File: src/rtl/agc_pkg.sv
// Shared types, widths and gain helpers for the AGC gain sequencer.
package agc_pkg;

   localparam int unsigned GAIN_W   = 6;
   localparam int unsigned GAIN_MAX = 63;
   localparam int unsigned VGA_W    = 64;
   localparam int unsigned BIT_W    = $clog2(GAIN_W);

   // Sequencer states
   typedef enum logic [2:0] {
      IDLE       = 3'd0,
      SAR_SET    = 3'd1,
      SAR_SETTLE = 3'd2,
      TRACK      = 3'd3,
      EXT        = 3'd4
   } agc_state_e;

   // One gain step up, pinned at full scale
   function automatic logic [GAIN_W-1:0] gain_inc_sat(input logic [GAIN_W-1:0] g);
      return (g == GAIN_W'(GAIN_MAX)) ? g : g + GAIN_W'(1);
   endfunction

   // One gain step down, pinned at zero
   function automatic logic [GAIN_W-1:0] gain_dec_sat(input logic [GAIN_W-1:0] g);
      return (g == GAIN_W'(0)) ? g : g - GAIN_W'(1);
   endfunction

endpackage

File: src/rtl/agc_therm_enc.sv
// Combinational gain-code to thermometer encoder for the VGA control word.
module agc_therm_enc
   import agc_pkg::*;
(
   input  logic [GAIN_W-1:0] gain,
   output logic [VGA_W-1:0]  therm_c
);

   // Bit i is set for every step below the gain code; top bit can never be set
   always_comb begin
      therm_c = '0;
      for (int unsigned i = 0; i < VGA_W; i++) begin
         therm_c[i] = (GAIN_W'(i) < gain);
      end
   end

endmodule

File: src/rtl/agc_gain_sequencer.sv
// VGA gain sequencer: SAR acquisition against the overload flag, then
// windowed tracking with hysteresis, or external gain passthrough.
module agc_gain_sequencer
   import agc_pkg::*;
#(
   parameter int unsigned SETTLE_CYCLES = 8,
   parameter int unsigned DWELL_CYCLES  = 64,
   parameter int unsigned OVL_THRESH    = 4,
   parameter int unsigned UP_WINDOWS    = 2
)(
   input  logic              clk,
   input  logic              RESETn,
   input  logic              start,
   input  logic              freeze,
   input  logic              overload,
   input  logic              ext_or_int,
   input  logic [GAIN_W-1:0] ext_gain,
   output logic [GAIN_W-1:0] gain_out,
   output logic [VGA_W-1:0]  vga_control,
   output logic              done_out,
   output logic              busy
);

   localparam int unsigned SET_W = (SETTLE_CYCLES > 1) ? $clog2(SETTLE_CYCLES) : 1;
   localparam int unsigned WIN_W = $clog2(DWELL_CYCLES);
   localparam int unsigned OVL_W = $clog2(OVL_THRESH + 1);
   localparam int unsigned CLN_W = $clog2(UP_WINDOWS + 1);

   localparam logic [BIT_W-1:0] SAR_TOP = BIT_W'(GAIN_W - 1);

   agc_state_e        state, state_nxt;
   logic [BIT_W-1:0]  bit_idx, bit_nxt;
   logic [GAIN_W-1:0] result, result_nxt;
   logic [GAIN_W-1:0] gain_nxt;
   logic [SET_W-1:0]  settle_cnt, settle_nxt;
   logic [WIN_W-1:0]  win_cnt, win_nxt;
   logic [OVL_W-1:0]  ovl_cnt, ovl_nxt;
   logic [CLN_W-1:0]  clean_cnt, clean_nxt;
   logic              done_nxt, busy_nxt;
   logic [GAIN_W-1:0] trial_c;
   logic [GAIN_W-1:0] sar_res_c;
   logic              ovl_hit_c;
   logic [OVL_W-1:0]  ovl_eff_c;
   logic [VGA_W-1:0]  therm_c;

   // Thermometer code of the gain being registered, so both outputs move together
   agc_therm_enc u_therm_enc (
      .gain    (gain_nxt),
      .therm_c (therm_c)
   );

   // Next-state, counter and gain decisions
   always_comb begin
      state_nxt  = state;
      bit_nxt    = bit_idx;
      result_nxt = result;
      gain_nxt   = gain_out;
      settle_nxt = settle_cnt;
      win_nxt    = win_cnt;
      ovl_nxt    = ovl_cnt;
      clean_nxt  = clean_cnt;

      trial_c   = result | (GAIN_W'(1) << bit_idx);
      sar_res_c = overload ? result : trial_c;
      ovl_hit_c = overload && (win_cnt >= WIN_W'(SETTLE_CYCLES));
      ovl_eff_c = (ovl_hit_c && (ovl_cnt != OVL_W'(OVL_THRESH))) ?
                  ovl_cnt + OVL_W'(1) : ovl_cnt;

      if ((state != IDLE) && (state != EXT) && !ext_or_int) begin
         // Abort to passthrough; gain is held until EXT starts copying
         state_nxt  = EXT;
         bit_nxt    = '0;
         result_nxt = '0;
         settle_nxt = '0;
         win_nxt    = '0;
         ovl_nxt    = '0;
         clean_nxt  = '0;
      end else begin
         unique case (state)
            IDLE: begin
               if (!ext_or_int) begin
                  state_nxt = EXT;
               end else if (start && !freeze) begin
                  bit_nxt    = SAR_TOP;
                  result_nxt = '0;
                  state_nxt  = SAR_SET;
               end
            end
            SAR_SET: begin
               if (!freeze) begin
                  gain_nxt   = trial_c;
                  settle_nxt = '0;
                  state_nxt  = SAR_SETTLE;
               end
            end
            SAR_SETTLE: begin
               if (!freeze) begin
                  settle_nxt = settle_cnt + SET_W'(1);
                  if (settle_cnt == SET_W'(SETTLE_CYCLES - 1)) begin
                     result_nxt = sar_res_c;
                     if (bit_idx != '0) begin
                        bit_nxt   = bit_idx - BIT_W'(1);
                        state_nxt = SAR_SET;
                     end else begin
                        gain_nxt  = sar_res_c;
                        win_nxt   = '0;
                        ovl_nxt   = '0;
                        clean_nxt = '0;
                        state_nxt = TRACK;
                     end
                  end
               end
            end
            TRACK: begin
               if (freeze) begin
                  state_nxt = TRACK;
               end else if (start) begin
                  bit_nxt    = SAR_TOP;
                  result_nxt = '0;
                  state_nxt  = SAR_SET;
               end else if (win_cnt == WIN_W'(DWELL_CYCLES - 1)) begin
                  win_nxt = '0;
                  ovl_nxt = '0;
                  if (ovl_eff_c >= OVL_W'(OVL_THRESH)) begin
                     gain_nxt  = gain_dec_sat(gain_out);
                     clean_nxt = '0;
                  end else if (ovl_eff_c == '0) begin
                     if (clean_cnt == CLN_W'(UP_WINDOWS - 1)) begin
                        gain_nxt  = gain_inc_sat(gain_out);
                        clean_nxt = '0;
                     end else begin
                        clean_nxt = clean_cnt + CLN_W'(1);
                     end
                  end else begin
                     clean_nxt = '0;
                  end
               end else begin
                  win_nxt = win_cnt + WIN_W'(1);
                  ovl_nxt = ovl_eff_c;
               end
            end
            EXT: begin
               gain_nxt = ext_gain;
               if (ext_or_int) begin
                  state_nxt = IDLE;
                  gain_nxt  = gain_out;
               end
            end
            default: begin
               state_nxt = IDLE;
            end
         endcase
      end

      done_nxt = (state_nxt == TRACK);
      busy_nxt = (state_nxt == SAR_SET) || (state_nxt == SAR_SETTLE);
   end

   // State, counter and output registers
   always_ff @(posedge clk or negedge RESETn) begin
      if (!RESETn) begin
         state       <= IDLE;
         bit_idx     <= '0;
         result      <= '0;
         settle_cnt  <= '0;
         win_cnt     <= '0;
         ovl_cnt     <= '0;
         clean_cnt   <= '0;
         gain_out    <= '0;
         vga_control <= '0;
         done_out    <= 1'b0;
         busy        <= 1'b0;
      end else begin
         state       <= state_nxt;
         bit_idx     <= bit_nxt;
         result      <= result_nxt;
         settle_cnt  <= settle_nxt;
         win_cnt     <= win_nxt;
         ovl_cnt     <= ovl_nxt;
         clean_cnt   <= clean_nxt;
         gain_out    <= gain_nxt;
         vga_control <= therm_c;
         done_out    <= done_nxt;
         busy        <= busy_nxt;
      end
   end

endmodule

File: config.mk
export PLATFORM = sky130hd
export DESIGN_NAME = agc_gain_sequencer
export DESIGN_NICKNAME = d
export VERILOG_FILES = /design/src/rtl/agc_pkg.sv /design/src/rtl/agc_therm_enc.sv /design/src/rtl/agc_gain_sequencer.sv
export SDC_FILE = /design/constraint.sdc
export NUM_CORES = 1
export LEC_CHECK = 0
export BUFFER_PORTS_ARGS = -buffer_cell sky130_fd_sc_hd__buf_4
export CORE_MARGIN = 2
export CORE_UTILIZATION = 61
export DETAILED_ROUTE_END_ITERATION = 8
export PLACE_DENSITY = 0.91
export SYNTH_ARGS = -nofsm -noshare
export SYNTH_HDL_FRONTEND = slang
export SYNTH_HIERARCHICAL = 1
export SYNTH_SLANG_ARGS = --single-unit
File: constraint.sdc
create_clock -name clk -period 5.8 [get_ports clk]
set_clock_uncertainty 0.05 [all_clocks]
set_input_delay 1.16 -clock clk [delete_from_list [all_inputs] [get_ports clk]]
set_output_delay 1.16 -clock clk [all_outputs]
set_load 0.03 [all_outputs]
# == After elaboration in Yosys (flattened, before gate mapping) ==
# Cells that the tools add are included.
# totals
regBits,98
input_bits,12
out_inout_bits,72
word_cells,207
# classes
add_sub_neg,7
n_lt_le_gt_ge,66
n_eq_ne,24
n_shift,1
mux,76
n_bitwise,1
n_reduce_logical,21
# ops
operator,count
6-bit < comparator (first input constant),32
6-bit 2-to-1 mux,29
5-bit by 6-bit < comparator with 1-bit output (first input constant),16
3-bit 2-to-1 mux,28
4-bit by 6-bit < comparator with 1-bit output (first input constant),8
3-bit inequality test (second input constant),13
3-bit by 6-bit < comparator with 1-bit output (first input constant),4
6-bit one-hot mux with 4 select lines,1
2-bit 2-to-1 mux,11
6-bit one-hot mux with 3 select lines,1
3-bit one-hot mux with 5 select lines,1
7-bit AND reduction,2
6-bit by 1-bit adder with 6-bit output (second input constant),2
3-bit by 2-bit == test with 1-bit output (second input constant),4
6-bit == test (second input constant),2
1-bit by 6-bit < comparator with 1-bit output (first input constant),2
2-bit by 6-bit < comparator with 1-bit output (first input constant),2
3-bit one-hot mux with 2 select lines,2
6-bit one-hot mux with 2 select lines,1
3-bit nonzero test,4
3-bit one-hot mux with 3 select lines,1
8-bit AND reduction,1
3-bit by 1-bit adder with 3-bit output (second input constant),2
3-bit by 1-bit == test with 1-bit output (second input constant),2
other kinds (18),25

# == Logic depth before layout (Yosys ltp) ==
# logic_depth
depth_word,13
depth_mapped,12
depth_no_buf,10

# == Hierarchy ==
# The synthesis kept the hierarchy.
# modules_own_cells
mod,instances,cells_each,area_per_inst_um2,seq_area_each_um2
agc_gain_sequencer,1,410,4411.7,2452.4
agc_therm_enc,1,109,553.0,0.0

# == Worst setup path before layout ==
# OpenSTA, ideal clock, no wires.
# synth_timing
path_kind,input to register
from,in overload
to,reg vga_control[52]
t_arrival_ns,3.166
required_time_ns,5.673
path_slack_ns,2.507
path_stages,11
path_buffers,3
cell_sequence,buf_2 a21bo_2 o211ai_1 nand2_1 a311oi_1 nor4_1 o311ai_1 buf_4 nand2_1 buf_2 a21oi_1
# synth_between
elab_chain_len,12
# synth_lines
item,line,source
from (decl),agc_gain_sequencer.sv:15,"input logic overload,"
branches (longest 9 deep; another with 3-bit greater-or-equal comparator),n/a,
6-bit one-hot mux with 4 select lines *,agc_gain_sequencer.sv:79,unique case (state)
6-bit 2-to-1 mux *,agc_gain_sequencer.sv:69,if ((state != IDLE) && (state != EXT) && !ext_or_int) begin
named net gain_nxt[4],agc_gain_sequencer.sv:34,logic [GAIN_W-1:0] gain_nxt;
6-bit < comparator *,agc_therm_enc.sv:13,therm_c[i] = (GAIN_W'(i) < gain);
named net therm_c[52],agc_gain_sequencer.sv:44,logic [VGA_W-1:0] therm_c;
to (signal assigned),agc_gain_sequencer.sv:182,vga_control <= therm_c;
to (decl),agc_gain_sequencer.sv:19,"output logic [VGA_W-1:0] vga_control,"
# Mark *: on every way through the listed nets, which the timed path passes.
# A chain may end at the register's enable or synchronous reset.

# == Worst setup path in the final report ==
# layout_timing
from,in ext_or_int
to,reg vga_control[10]
# layout_between
elab_chain_len,4
# layout_lines
item,line,source
from (decl),agc_gain_sequencer.sv:16,"input logic ext_or_int,"
6-bit 2-to-1 mux or 1-bit logical NOT (tied branches),n/a,
6-bit one-hot mux with 4 select lines or 1-bit logical AND (tied branches),"agc_gain_sequencer.sv:79, agc_gain_sequencer.sv:69",
6-bit 2-to-1 mux *,agc_gain_sequencer.sv:69,
named net gain_nxt[4],agc_gain_sequencer.sv:34,
4-bit by 6-bit < comparator with 1-bit output *,agc_therm_enc.sv:13,
named net therm_c[10],agc_gain_sequencer.sv:44,
# The timed path passes the listed nets; every way through them passes the cells marked *.

==> results_dict.tcl <==
set metrics [dict create \
    first_pass_iters 5 \
    synthArstFlopShare_pct 100.0 \
    cts_root_buf "clkbuf_8" \
    startpoint "ext_or_int" \
    grt_pass1_wl_um 20530 \
    fillers 547 \
    place_ws_ns 1.747 \
    synth-seq-area-share_pct 49.40 \
    powerDensity_nw_per_um2 344.7 \
    insertion_delay_ns 0.37 \
    ys_top_cells_by_area "dfrtp_1 49%, a21oi_1 4.0%, o21ai_0 3.9%" \
    synth_nets 545 \
    cp.required_ns 5.96 \
    hp-start "settle_cnt[2]$_DFFE_PN0P_" \
    drv_slew 0 \
    ant_nets 0 \
    hpwlAfterDp_um 9088 \
    postSynthAreaPerCell_um2 9.566 \
    rsz0062_at_grt "no" \
    core_area_um2 7807 \
    vias_per_cell 6.329 \
    tritoncts "done" \
    synth_area_um2 4965 \
    rows 32 \
    tightest_slew_ns 0.8206 \
    grt_max_degree 65 \
    start_util_pct 63.59 \
    critPathBufInv 3 \
    antenna_found_initial 0 \
    die_h_um 94.22 \
    synthToLayoutAreaGrowth_pct 16.89 \
    h-tree-depth 3 \
    hp-class "register to register" \
    ys_ff_latch 98 \
    worstPathArrival_ns 3.91 \
    vias 4386 \
    setup-tns-final_ns 0 \
    clockBufferDepth 2 \
    p_int_uw 1226 \
    min_period_ns 3.748 \
    busiest_layer "met2" \
    path_cells "buf_4, inv_1, nor3_1, o21ai_0, o41ai_1, o311ai_1, buf_4, nor2_1, o21ai_0" \
    cpLargestDelayFamily "simple AND/OR/NAND/NOR gates" \
    setup_violations 0 \
    postCtsHoldBufs 0 \
    clk_pin_slew_worst_paths_ns 0.10 \
    ys.flop_type "dfrtp_1" \
    die_w_um 94.22 \
    maxCapViolations 0 \
    power_frac_clock_pct 23.9 \
    r2r-start "settle_cnt[0]$_DFFE_PN0P_" \
    overflow 0 \
    top_level_ports 84 \
    fmax_mhz 266.8 \
    nNetsFinal 612 \
    drt_iter0_drc 394 \
    use_met2_pct 47.20 \
    max-vdd-ir-drop_mv 0.1776 \
    fin_ws_ns 2.052 \
    power_frac_seq_pct 42.7 \
    outcome "finished, final reports clean" \
    dpl-instance-area_um2 5582 \
    switching_share_pct 38.69 \
    final_cell_area_um2 5803 \
    grt_pass1_vias 4077 \
    crit_fanout 13 \
    post-route-period-util_pct 64.63 \
    relSlewSlack_pct 45.09 \
    layout_common_cells "98 x dfrtp_1, 89 x buf_4, 47 x nor2_1, 45 x nand2_1, 40 x a21oi_1" \
    synth_edf_count 0 \
    p_sw_uw 773.9 \
    p_comb_share_pct 33.5 \
    p_leak_uw 0.002541 \
    track_usage_pct 30.06 \
    drc_errors 0 \
    synth.top_cell.area_share_pct 49.40 \
    cp_slowest_cell "nor2_1" \
    mostFrequentLayoutCell "dfrtp_1" \
    grtUsageMet3_pct 4.815 \
    cp-start-kind "input pin" \
    cts_setup_buffers 0 \
    clkSinkCount 98 \
    total_power_uw 2000 \
    gp_congestion 0.9594 \
    ys.warnings.count 6 \
    routed_wl_um 12590 \
    portBuffers 83 \
    die_area_um2 8876 \
    use_met1_pct 42.73 \
    finalHoldViolations 0 \
    diodes 0 \
    yosys.cell_types.count 76 \
    cts_made_buffers 9 \
    drive_gt1_share_pct 22.17 \
    cts_resized 0 \
    end_kind "register" \
    synth_top_area_cell "dfrtp_1" \
    cpPeakStageDelay_ns 0.63 \
    routedWlPerCell_um 18.17 \
    syn_inst 519 \
    worstSetupPathType "input pin to register" \
]
==> state kept, by name (all words and copies together), names as in the netlist, 3 cells and up <==
signal and cells:
settle_cnt 3, win_cnt 6, vga_control 64, state 3, bit_idx 3, gain_out 6
ovl_cnt 3, result 6
==> worst register-to-register path, stage by stage (launching register included) <==
cell and delay, ns:
dfrtp_1 0.43, ha_1 0.18, ha_1 0.28, nor4bb_1 0.44, o22ai_1 0.16, o21ai_1 0.47
a21oi_1 0.15, a211oi_1 0.18, a21oi_1 0.19, nor2_1 0.71, o21ai_0 0.20
==> stage by stage <==
stage	utilization [%]	std cells	hold WS [ns]
after global placement	71.49	677	0.4240
after CTS	74.33	693	0.4633
after detailed placement	71.49	677	0.4384
after global routing	74.33	693	0.4841
after floorplan	-	519	0.4063
final	74.33	693	0.4580
==> kinds of logic (layout without fill, tap and decap cells) <==
| family | after synthesis | count (layout) | synth area share (%) |
|---|---|---|---|
| AO/OA/AOI/OAI | 157 | 157 | 20.94 |
| multiplexers | 4 | 4 | 0.8820 |
| XOR/XNOR | 6 | 6 | 1.058 |
| AND/OR/NAND/NOR | 181 | 181 | 18.62 |
| adder cells (fa/ha/maj) | 14 | 14 | 3.528 |
| flip-flops | 98 | 98 | 49.40 |
| buffers and inverters | 58 | 130 | 5.494 |
| other | 1 | 1 | 0.07553 |
==> cells in the mapped netlist, types with 5 or more instances <==
library cell	count
buf_4	10
o211ai_1	5
nor3_1	14
a21oi_1	40
nor2_1	47
and2_1	5
a31oi_1	11
nand2_1	45
o21ai_0	39
a21o_1	5
nand3_1	18
nor2b_1	9
buf_2	8
dfrtp_1	98
clkbuf_1	12
nand2b_1	7
o31ai_1	6
nor4_1	5
inv_1	22
ha_1	14
o21ai_1	8
==> layer usage <==
metal / routed length (µm) / part of all wire (%) / up-vias
met5: 0 / 0 / -
met4: 192 / 1.5 / 0
met3: 1068 / 8.5 / 21
met2: 6204 / 49 / 230
met1: 5124 / 41 / 2149
li1: - / - / 1986
==> worst paths after layout <==
check	cells past startpoint	endpoint	slack, ns
worst max-delay path	9	vga_control[10]$_DFF_PN0_	2.05
worst min-delay path	2	settle_cnt[2]$_DFFE_PN0P_	0.46
worst max register to register	10	vga_control[10]$_DFF_PN0_	2.21
worst min register to register	2	settle_cnt[2]$_DFFE_PN0P_	0.46
max in group asynchronous	2	vga_control[52]$_DFF_PN0_	3.89
min in group asynchronous	1	win_cnt[3]$_DFFE_PN0P_	0.69
==> layout make-up <==
class                           instances  area, µm²  area share, %
Multi-Input combinational cell        363       2240          38.59
Sequential cell                        98       2452          42.26
Clock buffer                           10      137.6          2.372
Inverter                               25      93.84          1.617
Timing Repair Buffer                   89      668.1          11.51
Tap cell                              102      127.6          2.199
Clock inverter                          6      83.83          1.445
==> power groups by stage <==
stage          logic, µW  clock network [µW]  registers, µW
2_1_floorplan        247                   0           1040
3_3_place_gp         647                   0            865
3_5_place_dp         665                   0            867
4_1_cts              668                 484            852
5_1_grt              718                 514            864
6_report             670                 477            853
(Power assumes the default switching activity.)
